**config.mk**
```make
export PLATFORM = sky130hd
export DESIGN_NAME = fifo_wptr_full
export DESIGN_NICKNAME = d
export VERILOG_FILES = /design/src/rtl/fifo_wptr_full.sv
export SDC_FILE = /design/constraint.sdc
export NUM_CORES = 1
export LEC_CHECK = 0
export CORE_MARGIN = 2
export CORE_UTILIZATION = 53
export CTS_CLUSTER_SIZE = 16
export DETAILED_ROUTE_END_ITERATION = 8
export PLACE_DENSITY = 0.91
export SLEW_MARGIN = 10
export SYNTH_ARGS = -nofsm -noshare
export SYNTH_HDL_FRONTEND = slang
export SYNTH_SLANG_ARGS = --single-unit
```
**constraint.sdc**
```tcl
create_clock -name wclk -period 4.45 [get_ports wclk]
set_input_delay 1.335 -clock wclk [delete_from_list [all_inputs] [get_ports wclk]]
set_output_delay 1.335 -clock wclk [all_outputs]
set_load 0.02 [all_outputs]
```
**src/rtl/fifo_wptr_full.sv**
```systemverilog
`timescale 1ns/1ps
// Write-side pointer and flag logic of an async FIFO: Gray write pointer,
// synchronised read pointer, full / almost-full / fill level, sticky overflow.
module fifo_wptr_full #(
    parameter int ADDR_WIDTH  = 4,
    parameter int AFULL_LEVEL = 12
) (
    input  logic                  wclk,
    input  logic                  wrst,
    input  logic                  winc,
    input  logic [ADDR_WIDTH:0]   rptr,
    output logic                  wclken,
    output logic [ADDR_WIDTH-1:0] waddr,
    output logic [ADDR_WIDTH:0]   wptr,
    output logic                  wfull,
    output logic                  walmost_full,
    output logic [ADDR_WIDTH:0]   wcount,
    output logic                  woverflow
);

    localparam logic [ADDR_WIDTH:0] AFULL = AFULL_LEVEL[ADDR_WIDTH:0];

    logic [ADDR_WIDTH:0] wq1_rptr_q, wq1_rptr_d;
    logic [ADDR_WIDTH:0] wq2_rptr_q, wq2_rptr_d;
    logic [ADDR_WIDTH:0] wbin_q, wbin_d;
    logic [ADDR_WIDTH:0] wptr_q, wptr_d;
    logic [ADDR_WIDTH:0] wcount_q, wcount_d;
    logic                wfull_q, wfull_d;
    logic                wafull_q, wafull_d;
    logic                wovf_q, wovf_d;
    logic                wen;
    logic [ADDR_WIDTH:0] rbin;
    logic [ADDR_WIDTH:0] full_cmp;

    always_comb begin
        wen        = winc & ~wfull_q;
        wq1_rptr_d = rptr;
        wq2_rptr_d = wq1_rptr_q;
        wbin_d     = wbin_q + {{ADDR_WIDTH{1'b0}}, wen};
        wptr_d     = (wbin_d >> 1) ^ wbin_d;
        // Gray-to-binary on the synchronised read pointer
        rbin = '0;
        rbin[ADDR_WIDTH] = wq2_rptr_q[ADDR_WIDTH];
        for (int i = ADDR_WIDTH - 1; i >= 0; i--) begin
            rbin[i] = rbin[i+1] ^ wq2_rptr_q[i];
        end
        full_cmp = {~wq2_rptr_q[ADDR_WIDTH:ADDR_WIDTH-1],
                    wq2_rptr_q[ADDR_WIDTH-2:0]};
        wfull_d  = (wptr_d == full_cmp);
        wcount_d = wbin_d - rbin;
        wafull_d = (wcount_d >= AFULL);
        wovf_d   = wovf_q | (winc & wfull_q);
    end

    always_ff @(posedge wclk or posedge wrst) begin
        if (wrst) begin
            wq1_rptr_q <= '0;
            wq2_rptr_q <= '0;
            wbin_q     <= '0;
            wptr_q     <= '0;
            wcount_q   <= '0;
            wfull_q    <= 1'b0;
            wafull_q   <= 1'b0;
            wovf_q     <= 1'b0;
        end else begin
            wq1_rptr_q <= wq1_rptr_d;
            wq2_rptr_q <= wq2_rptr_d;
            wbin_q     <= wbin_d;
            wptr_q     <= wptr_d;
            wcount_q   <= wcount_d;
            wfull_q    <= wfull_d;
            wafull_q   <= wafull_d;
            wovf_q     <= wovf_d;
        end
    end

    assign wclken       = wen;
    assign waddr        = wbin_q[ADDR_WIDTH-1:0];
    assign wptr         = wptr_q;
    assign wcount       = wcount_q;
    assign wfull        = wfull_q;
    assign walmost_full = wafull_q;
    assign woverflow    = wovf_q;

endmodule

```
==> impl_results.md <==
* Status: complete, no violations
* Pwr/cell area at around 840 nW/um2
* Cell mode on critical path: ha_1
* Clock Latency Late Sink at between 300 and 400 ps
* CTS Buf Count at 3
* Post-CTS setup buffer count at 0
* Wire length per cell at approximately 12 um
* Synth warn at 0
* Final period util at between 80% and 90%
* Post-CTS sizing at 0
* Detailed-route DRC error count at 0
* GR Util All Layers at 16.0%
* Mapped cell area at approximately 1200 um2
* Max-slew violation count at 0
* # H-tree levels at 1
* Setup crit end kind: register
* # diodes at 0
* Initial Util at 55.4%
* Die area at between 2000 and 3000 um2
* DP HPWL at between 1000 and 1500 um
* Core area at approximately 2200 um2
* Startpoint Class: input port
* Ranking of synthesized cells by area: dfrtp_1 56%, xnor2_1 8.7%, ha_1 6.2%, xor2_1 4.4%, inv_1 2.8%
* Max-cap violation count at 0
* TritonCTS clock tree: done
* Clock share of power at under 10%
* Final Hold Fails at 0
* Fin nets at around 140
* Switching Fraction at between 40% and 50%
* Total clock sinks at 27
* Synthesized flop and latch total at 27
* Starting DRT DRC Count at 6
* # port buffers at 25
* Setup TNS at 0 ps
* Max-slew headroom at between 30% and 40%
* FMAX at roughly 0.25 GHz
* Synth top area share at 56.2%
* Pwr Total at 0.00127 W
* Fin cells at between 100 and 150
* Hold buffer count at CTS at 0
* Final non-filler cell area at 1510 um2
* Netlist cell types at 27
* Die X-Extent at roughly 52 um
* Crit-path slowest cell: or4b_1
* First-pass GRT wire length at a little over 3000 um
* VDD IR-drop max at around 0.00046 V
* Antenna violations before repair at 0
* Unrepaired setup endpoints after global routing: no
* Vias in the first global route at around 760
* Most area-hungry cell type in the Yosys netlist: dfrtp_1
* DRT Pass-1 Iters at 3
* Die extent in y at 51.6 um
* Syn_nets at 106
* DP Area at 1480 um2
* GRT Residual Overflow at 0
* Placed cell count at 143
* DRT antenna net count at 0
* Sequential share of the synthesized area at a little under three fifths
* CP Class: in -> reg
* Placer Congestion at between 0.8 and 0.9
* Largest net degree at the start of global routing at 28
* Final-report setup violation count at 0
* CP max FO at 6
* CTS Buffer Depth at 2
* Slew @ Worst Pin at approximately 960 ps
* Via density at between 5 and 6
* Finished Core Util at 69.6%
* Clock-pin slew on the worst setup and hold paths at around 140 ps
* Combinational fraction of design power at roughly three fifths
* R2R Setup Slk at about 1400 ps
* Pleak at 0.674 nW
* Seq pwr share at between 30 and 40%
* Min-Delay Path Class: reg -> reg
* Detailed-route via count at between 700 and 800
* Critical Path AT at roughly 4200 ps
* Largest stage delay, worst path at between 500 and 600 ps
* Syn-to-layout area delta at 25.6%
* Routed wire length at ~1800 um
* Post-synthesis average cell area at between 10 and 15 um2
* # rows at 17
* Crit-path cells: clkdlybuf4s50_1, nor2b_1, ha_1, ha_1, xor2_2, ha_1, nor2b_1, o21ai_1, a21oi_1, or4b_1
* Cells after synthesis at between 90 and 100
* Setup Skew at 5.68 ps
* Minimum clock period at between 3000 and 4000 ps
* Switch Pwr at about 0.00052 W
* Internal Power at 0.000743 W
* IO Count at 26
* CP Data Required Time at between 4000 and 5000 ps
* Fillers at ~170
* Ratio of cells with drive above 1 in the final layout at 9.24%
* Clock root buffer: clkbuf_4
==> layout by cell type (no fill, tap or decap), drive strengths merged <==
| cell type | count |
|---|---|
| o2bb2ai | 1 |
| and3 | 1 |
| a2111oi | 1 |
| inv | 9 |
| dfrtp | 27 |
| nand4b | 1 |
| clkinv | 1 |
| nand4 | 1 |
| a31oi | 1 |
| nor2b | 2 |
| or3 | 1 |
| xnor2 | 14 |
| clkdlybuf4s50 | 25 |
| a21bo | 1 |
| ha | 6 |
| a21o | 2 |
| clkbuf | 3 |
| mux2i | 1 |
| nand3 | 4 |
| or4b | 1 |
| o21ai | 1 |
| or2 | 1 |
| a21oi | 2 |
| fa | 1 |
| xor2 | 8 |
| nor4 | 1 |
| nand2 | 2 |
==> power groups by stage <==
stage               Combinational, W  Sequential (W)  Clock (W)
floorplan                   0.000438        0.000488          0
finish                      0.000769        0.000395   0.000103
detailed placement          0.000770        0.000403          0
global placement            0.000739        0.000397          0
CTS                         0.000774        0.000396   0.000107
global route                0.000848        0.000406   0.000117
==> through the flow <==
step	hold WS [ps]	worst slack, ps
global route	374	323
floorplan	331	610
CTS	362	491
finish	361	496
global placement	332	314
detailed placement	336	143
==> flip-flops by register name, indices dropped and copies added, names as in the netlist <==
name / cells
walmost_full: 1
wbin_q: 5
wcount: 5
wfull: 1
woverflow: 1
wptr: 4
wq1_rptr_q: 5
wq2_rptr_q: 5
==> path summary, 6_finish.rpt <==
| path | startpoint | end | cells past startpoint |
|---|---|---|---|
| max reg2reg | wq2_rptr_q[4] | walmost_full | 10 |
| min | wq1_rptr_q[1] | wq2_rptr_q[1] | 0 |
| max | winc | walmost_full | 10 |
| min reg2reg | wq1_rptr_q[1] | wq2_rptr_q[1] | 0 |
| min in group asynchronous | wrst | wcount[2] | 2 |
| max in group asynchronous | wrst | wbin_q[2] | 2 |
==> per-layer routing <==
metal	share of wire [%]	GRT usage (%)	wire length, um
met1	41	18.0	741
met2	54	29.1	964
met3	4.0	3.16	72
met4	0.56	7.02	10
met5	0	0	0
==> synth_stat cells <==
cell type  number
a2111oi_2       1
a21bo_2         1
a21o_1          2
a21oi_1         2
a31oi_1         1
and3_1          1
buf_2           1
dfrtp_1        27
fa_1            1
ha_1            6
inv_1           9
mux2i_1         1
nand2_1         2
nand3_1         4
nand4_1         1
nand4b_1        1
nor2b_1         2
nor4_1          1
o21ai_1         1
o2bb2ai_1       1
or2_2           1
or3_1           1
or4b_1          1
xnor2_1        12
xnor2_2         2
xor2_1          6
xor2_2          2
==> logic make-up (layout without fill, tap and decap cells) <==
group | count (synthesis) | after routing | synth area share [%]
xor+xnor | 22 | 22 | 18.5
simple gates | 15 | 15 | 7.49
fa+ha+maj | 7 | 7 | 7.91
mux | 1 | 1 | 0.832
buf+inv | 10 | 38 | 3.23
flops | 27 | 27 | 56.2
compound gates | 9 | 9 | 5.83
==> layout make-up <==
type / instances / area (um2) / share of cell area, %
multi-input combinational: 54 / 488 / 32.3
clock buffer: 3 / 22.5 / 1.49
sequential: 27 / 676 / 44.7
tap: 28 / 35.0 / 2.32
timing repair buffer: 25 / 250 / 16.6
clock inverter: 1 / 5.00 / 0.331
inverter: 9 / 33.8 / 2.24
==> critical path: cells and delay by family <==
family / cells / cell delay (ps)
simple gates: 3 / 850
compound gates: 2 / 280
xor+xnor: 1 / 270
buf+inv: 1 / 480
fa+ha+maj: 3 / 940
Note: power is estimated with default switching activity, not from simulation.
==> patch 1 (same settings) <==
`AFULL_LEVEL`: 12 -> 11.
--- a/src/rtl/fifo_wptr_full.sv
+++ b/src/rtl/fifo_wptr_full.sv
@@ -4,5 +4,5 @@
 module fifo_wptr_full #(
     parameter int ADDR_WIDTH  = 4,
-    parameter int AFULL_LEVEL = 12
+    parameter int AFULL_LEVEL = 11
 ) (
     input  logic                  wclk,
Formal check against the unedited RTL: not equivalent (Yosys sat finds a counterexample within 4 cycles, from zero or initial values and one cycle with wrst high).
==> patch 1 against the original RTL <==
  * First-iteration DRC count down 33%
  * Highest routed layer unchanged
  * Global-route usage down 0.73 points
  * Largest cell class unchanged
  * Critical path type is now input pin to output port
  * Sequential cell count unchanged
  * Setup slack got worse by 7.7 ps
  * Area after synthesis shrank 5.1%
  * Design area decreased by 4.1%
  * Die area fell by 4.7%
  * Wire length decreased by 6.9%
  * Via count fell by 5.8%
  * Synthesized cell count is 9.9% lower
  * Power is 1.5% lower
==> patch 1: results (changes against the original RTL) <==
stage	metric	value	unit	change
route	viasPerCell	5.10		+1.1%
route	wl_met3	67	um	-6.9%
setup_path	r2r_slack	1610	ps	+250 ps
placed_design	place_area	1420	um^2	-4.1%
clock_network	cts_setup_buffers	0		unchanged
synth	syn_nets	97		-8.5%
setup_path	arrival	2630	ps	-1530 ps
synth	synth_xor_xnor_area_share	17.5	%	-0.98 points
setup_path	crit_path_max_incr_delay	630	ps	+120 ps
route	top_layer_used	met4		
global_routing	grt_pass1_vias	653		-14%
global_routing	antenna_found_initial	0		unchanged
setup_path	cp_slowest_cell	clkdlybuf4s50_1		
clock_network	path_clk_slew	130	ps	
placed_design	pre_cts_ws	497	ps	+353 ps
route	met2_length	843	um	-13%
synth	yosys.area_share.adder	8.33	%	+0.42 points
cells_and_area	nNetsFinal	126		-6.7%
cells_and_area	fin_cells	137		-6.8%
synth	syn_inst	82		-9.9%
setup_path	r2r_cells	11		+1
global_routing	grt_max_degree	28		unchanged
status	status	completed		
route	drt_pass1_iterations	6		+3
sta	layout_min_cycle_time	3960	ps	+7.72 ps
cells_and_area	drive_gt1_share	7.27	%	-2.0 points
setup_path	crit_end	wclken		
worst_hold_path	hold_depth	0		unchanged
synth	ys_top_cells_by_area	dfrtp_1, xnor2_1, ha_1		
synth	synthTopCellsByCount	dfrtp_1, xnor2_1, xor2_1		
sta	whs	363	ps	+1.57 ps
synth	ys_seq_area_share	59.2	%	+3.0 points
worst_hold_path	min_to	wq2_rptr_q[1]		
route	m1WireLength	743	um	+0.27%
placed_design	gp_congestion	0.757		-9.4%
synth	synth_compound_area_share	9.43	%	+3.6 points
setup_path	cp_max_fo	2		-4
synth	synthMuxAreaShare	0	%	-0.83 points
pwr	cellLeakagePower	0.625	nW	-7.2%
global_routing	globalRouteMet1Util	19.9	%	+1.9 points
route	drt-initial-drc-count	4		-2
route	wl	1.67	mm	-6.9%
placed_design	hpwl	1.31	mm	-9.7%
global_routing	use_met3	2.68	%	-0.48 points
sta	final.setup_skew	5.66	ps	-0.0218 ps
sta	maxSlewHeadroom	36.0	%	-0.26 points
pwr	peakVddDrop	0.491	mV	+6.9%
global_routing	use_met2	25.0	%	-4.1 points
global_routing	gr-usage-all-layers	15.3	%	-0.73 points
synth	ys_types	21		-22%
global_routing	grt_first_pass_wirelength	2.89	mm	-7.1%
patch 1: kinds of logic (layout without fill, tap and decap cells):
logic type / Yosys count / count (layout)
compound gates: 13 / 13
xor+xnor: 22 / 22
fa+ha+maj: 7 / 7
buf+inv: 5 / 33
flops: 27 / 27
simple gates: 8 / 8
patch 1: worst max-delay path: cells and delay by family:
family                 cells  cell delay (ps)
buffers and inverters      2             1110
and+or+nand+nor            1              190
patch 1: area by class of cell:
type	instances	area, um^2
Clock buffer	4	26.3
Timing Repair Buffer	25	250
Tap cell	27	33.8
Multi-Input combinational cell	50	447
Sequential cell	27	676
Fill cell	145	554
Inverter	4	15.0
patch 1: power by group through the flow:
stage / Sequential, mW / Clock (mW) / Combinational (mW)
after global routing: 0.404 / 0.116 / 0.829
final: 0.392 / 0.0998 / 0.756
after global placement: 0.395 / 0 / 0.740
after detailed placement: 0.401 / 0 / 0.765
after floorplan: 0.487 / 0 / 0.429
after CTS: 0.395 / 0.103 / 0.765
==> patch 2 (same flow settings) <==
Made on the original files. Make the reset (`wrst`) synchronous in one clocked block. Comments in the files are not updated.
--- a/src/rtl/fifo_wptr_full.sv
+++ b/src/rtl/fifo_wptr_full.sv
@@ -53,5 +53,5 @@
     end
 
-    always_ff @(posedge wclk or posedge wrst) begin
+    always_ff @(posedge wclk) begin
         if (wrst) begin
             wq1_rptr_q <= '0;
Function: differs if wrst is asserted again (counterexample within 4 cycles, from zero or initial values and one cycle with wrst high); with wrst held inactive, the same outputs for 10 cycles.
==> patch 2 against the original RTL <==
  * Design area shrank 9.1%
  * Sequential cell count unchanged
  * Wire length increased by 0.78%
  * Global-route usage rose by 1.4 points
  * First-iteration DRC count stayed put
  * Setup slack lost 18 ps
  * Fmax down 0.46%
  * Area after synthesis down 11%
  * Critical path type is now input pin to output port
  * Largest cell class unchanged
Power is not compared: it rests on default switching activity, and its combinational part moved more than twofold at a synthesized area within 25%.
==> patch 2: results (changes against the original RTL) <==
stage	metric	value	unit	change
global_routing	grt_first_pass_wirelength	3.14	mm	+0.90%
worst_hold_path	hold_depth	1		+1
setup_path	arrival	2640	ps	-1520 ps
setup_path	r2r_cells	11		+1
synth	ys_seq_area_share	50.7	%	-5.5 points
route	drt_pass1_iterations	5		+2
route	m1WireLength	694	um	-6.3%
cells_and_area	multiInputGateArea	492	um^2	+0.77%
cells_and_area	nNetsFinal	144		+6.7%
global_routing	globalRouteMet1Util	16.6	%	-1.4 points
route	wl_per_cell	11.6	um	-4.4%
sta	worst_pin_slew	472	ps	-484 ps
cells_and_area	multi_input_gates	65		+20%
global_routing	use_met3	3.68	%	+0.52 points
synth	synthTopCellsByCount	dfxtp_1, nor2_1, nor2b_1		
cells_and_area	fillers	156		-7.1%
synth	syn_nets	116		+9.4%
route	wl	1.80	mm	+0.78%
synth	ys_top_cells_by_area	dfxtp_1, nor2b_1, xor2_1		
placed_design	hpwl	1.44	mm	-0.87%
setup_path	cp_max_fo	2		-4
global_routing	gr-usage-all-layers	17.4	%	+1.4 points
global_routing	use_met2	35.2	%	+6.1 points
cells_and_area	inverters_excl_clock	6		-3
sta	final.setup_skew	5.91	ps	+0.234 ps
cells_and_area	clock_buffers	4		+1
global_routing	grt_pass1_vias	771		+1.2%
placed_design	pre_cts_ws	459	ps	+315 ps
synth	avgSynthCellArea	10.6	um^2	-20%
setup_path	r2r_start	wq2_rptr_q[4]		
cells_and_area	final-clk-cell-share	1.91	%	+0.092 points
placed_design	dp_cells	151		+5.6%
cells_and_area	n_all_buffers	26		+4.0%
route	viasPerCell	4.83		-4.4%
synth	async_flop_share	0	%	-100 points
die	core-area	1920	um^2	-11%
cells_and_area	seq_area_share	39.4	%	-5.4 points
status	status	completed		
cells_and_area	flops_and_latches	27		unchanged
==> patch 2: kinds of logic (layout without fill, tap and decap cells) <==
| group | count (synthesis) | in the layout | synth area share [%] |
|---|---|---|---|
| buf+inv | 9 | 36 | 3.17 |
| flops | 27 | 27 | 50.7 |
| fa+ha+maj | 7 | 7 | 8.92 |
| compound gates | 8 | 8 | 5.40 |
| xor+xnor | 19 | 19 | 17.0 |
| simple gates | 31 | 31 | 14.8 |
==> patch 2: worst max-delay path by stage <==
stage,end,slack [ps],cells past startpoint
finish,wclken,480,3
global route,wclken,450,3
CTS,wclken,460,3
detailed placement,wclken,460,3
global placement,wclken,530,3
floorplan,walmost_full,990,9
==> patch 2: worst max-delay path: stages <==
cell	delay, ps
clkdlybuf4s50_1	470
nor2b_1	200
clkdlybuf4s50_1	630
==> patch 2: report_power, final <==
part / leakage (nW) / internal [mW] / switching, mW
Clock: 0.0150 / 0.0352 / 0.0690
Combinational: 0.331 / 0.0711 / 0.0720
Sequential: 0.222 / 0.264 / 0.00718
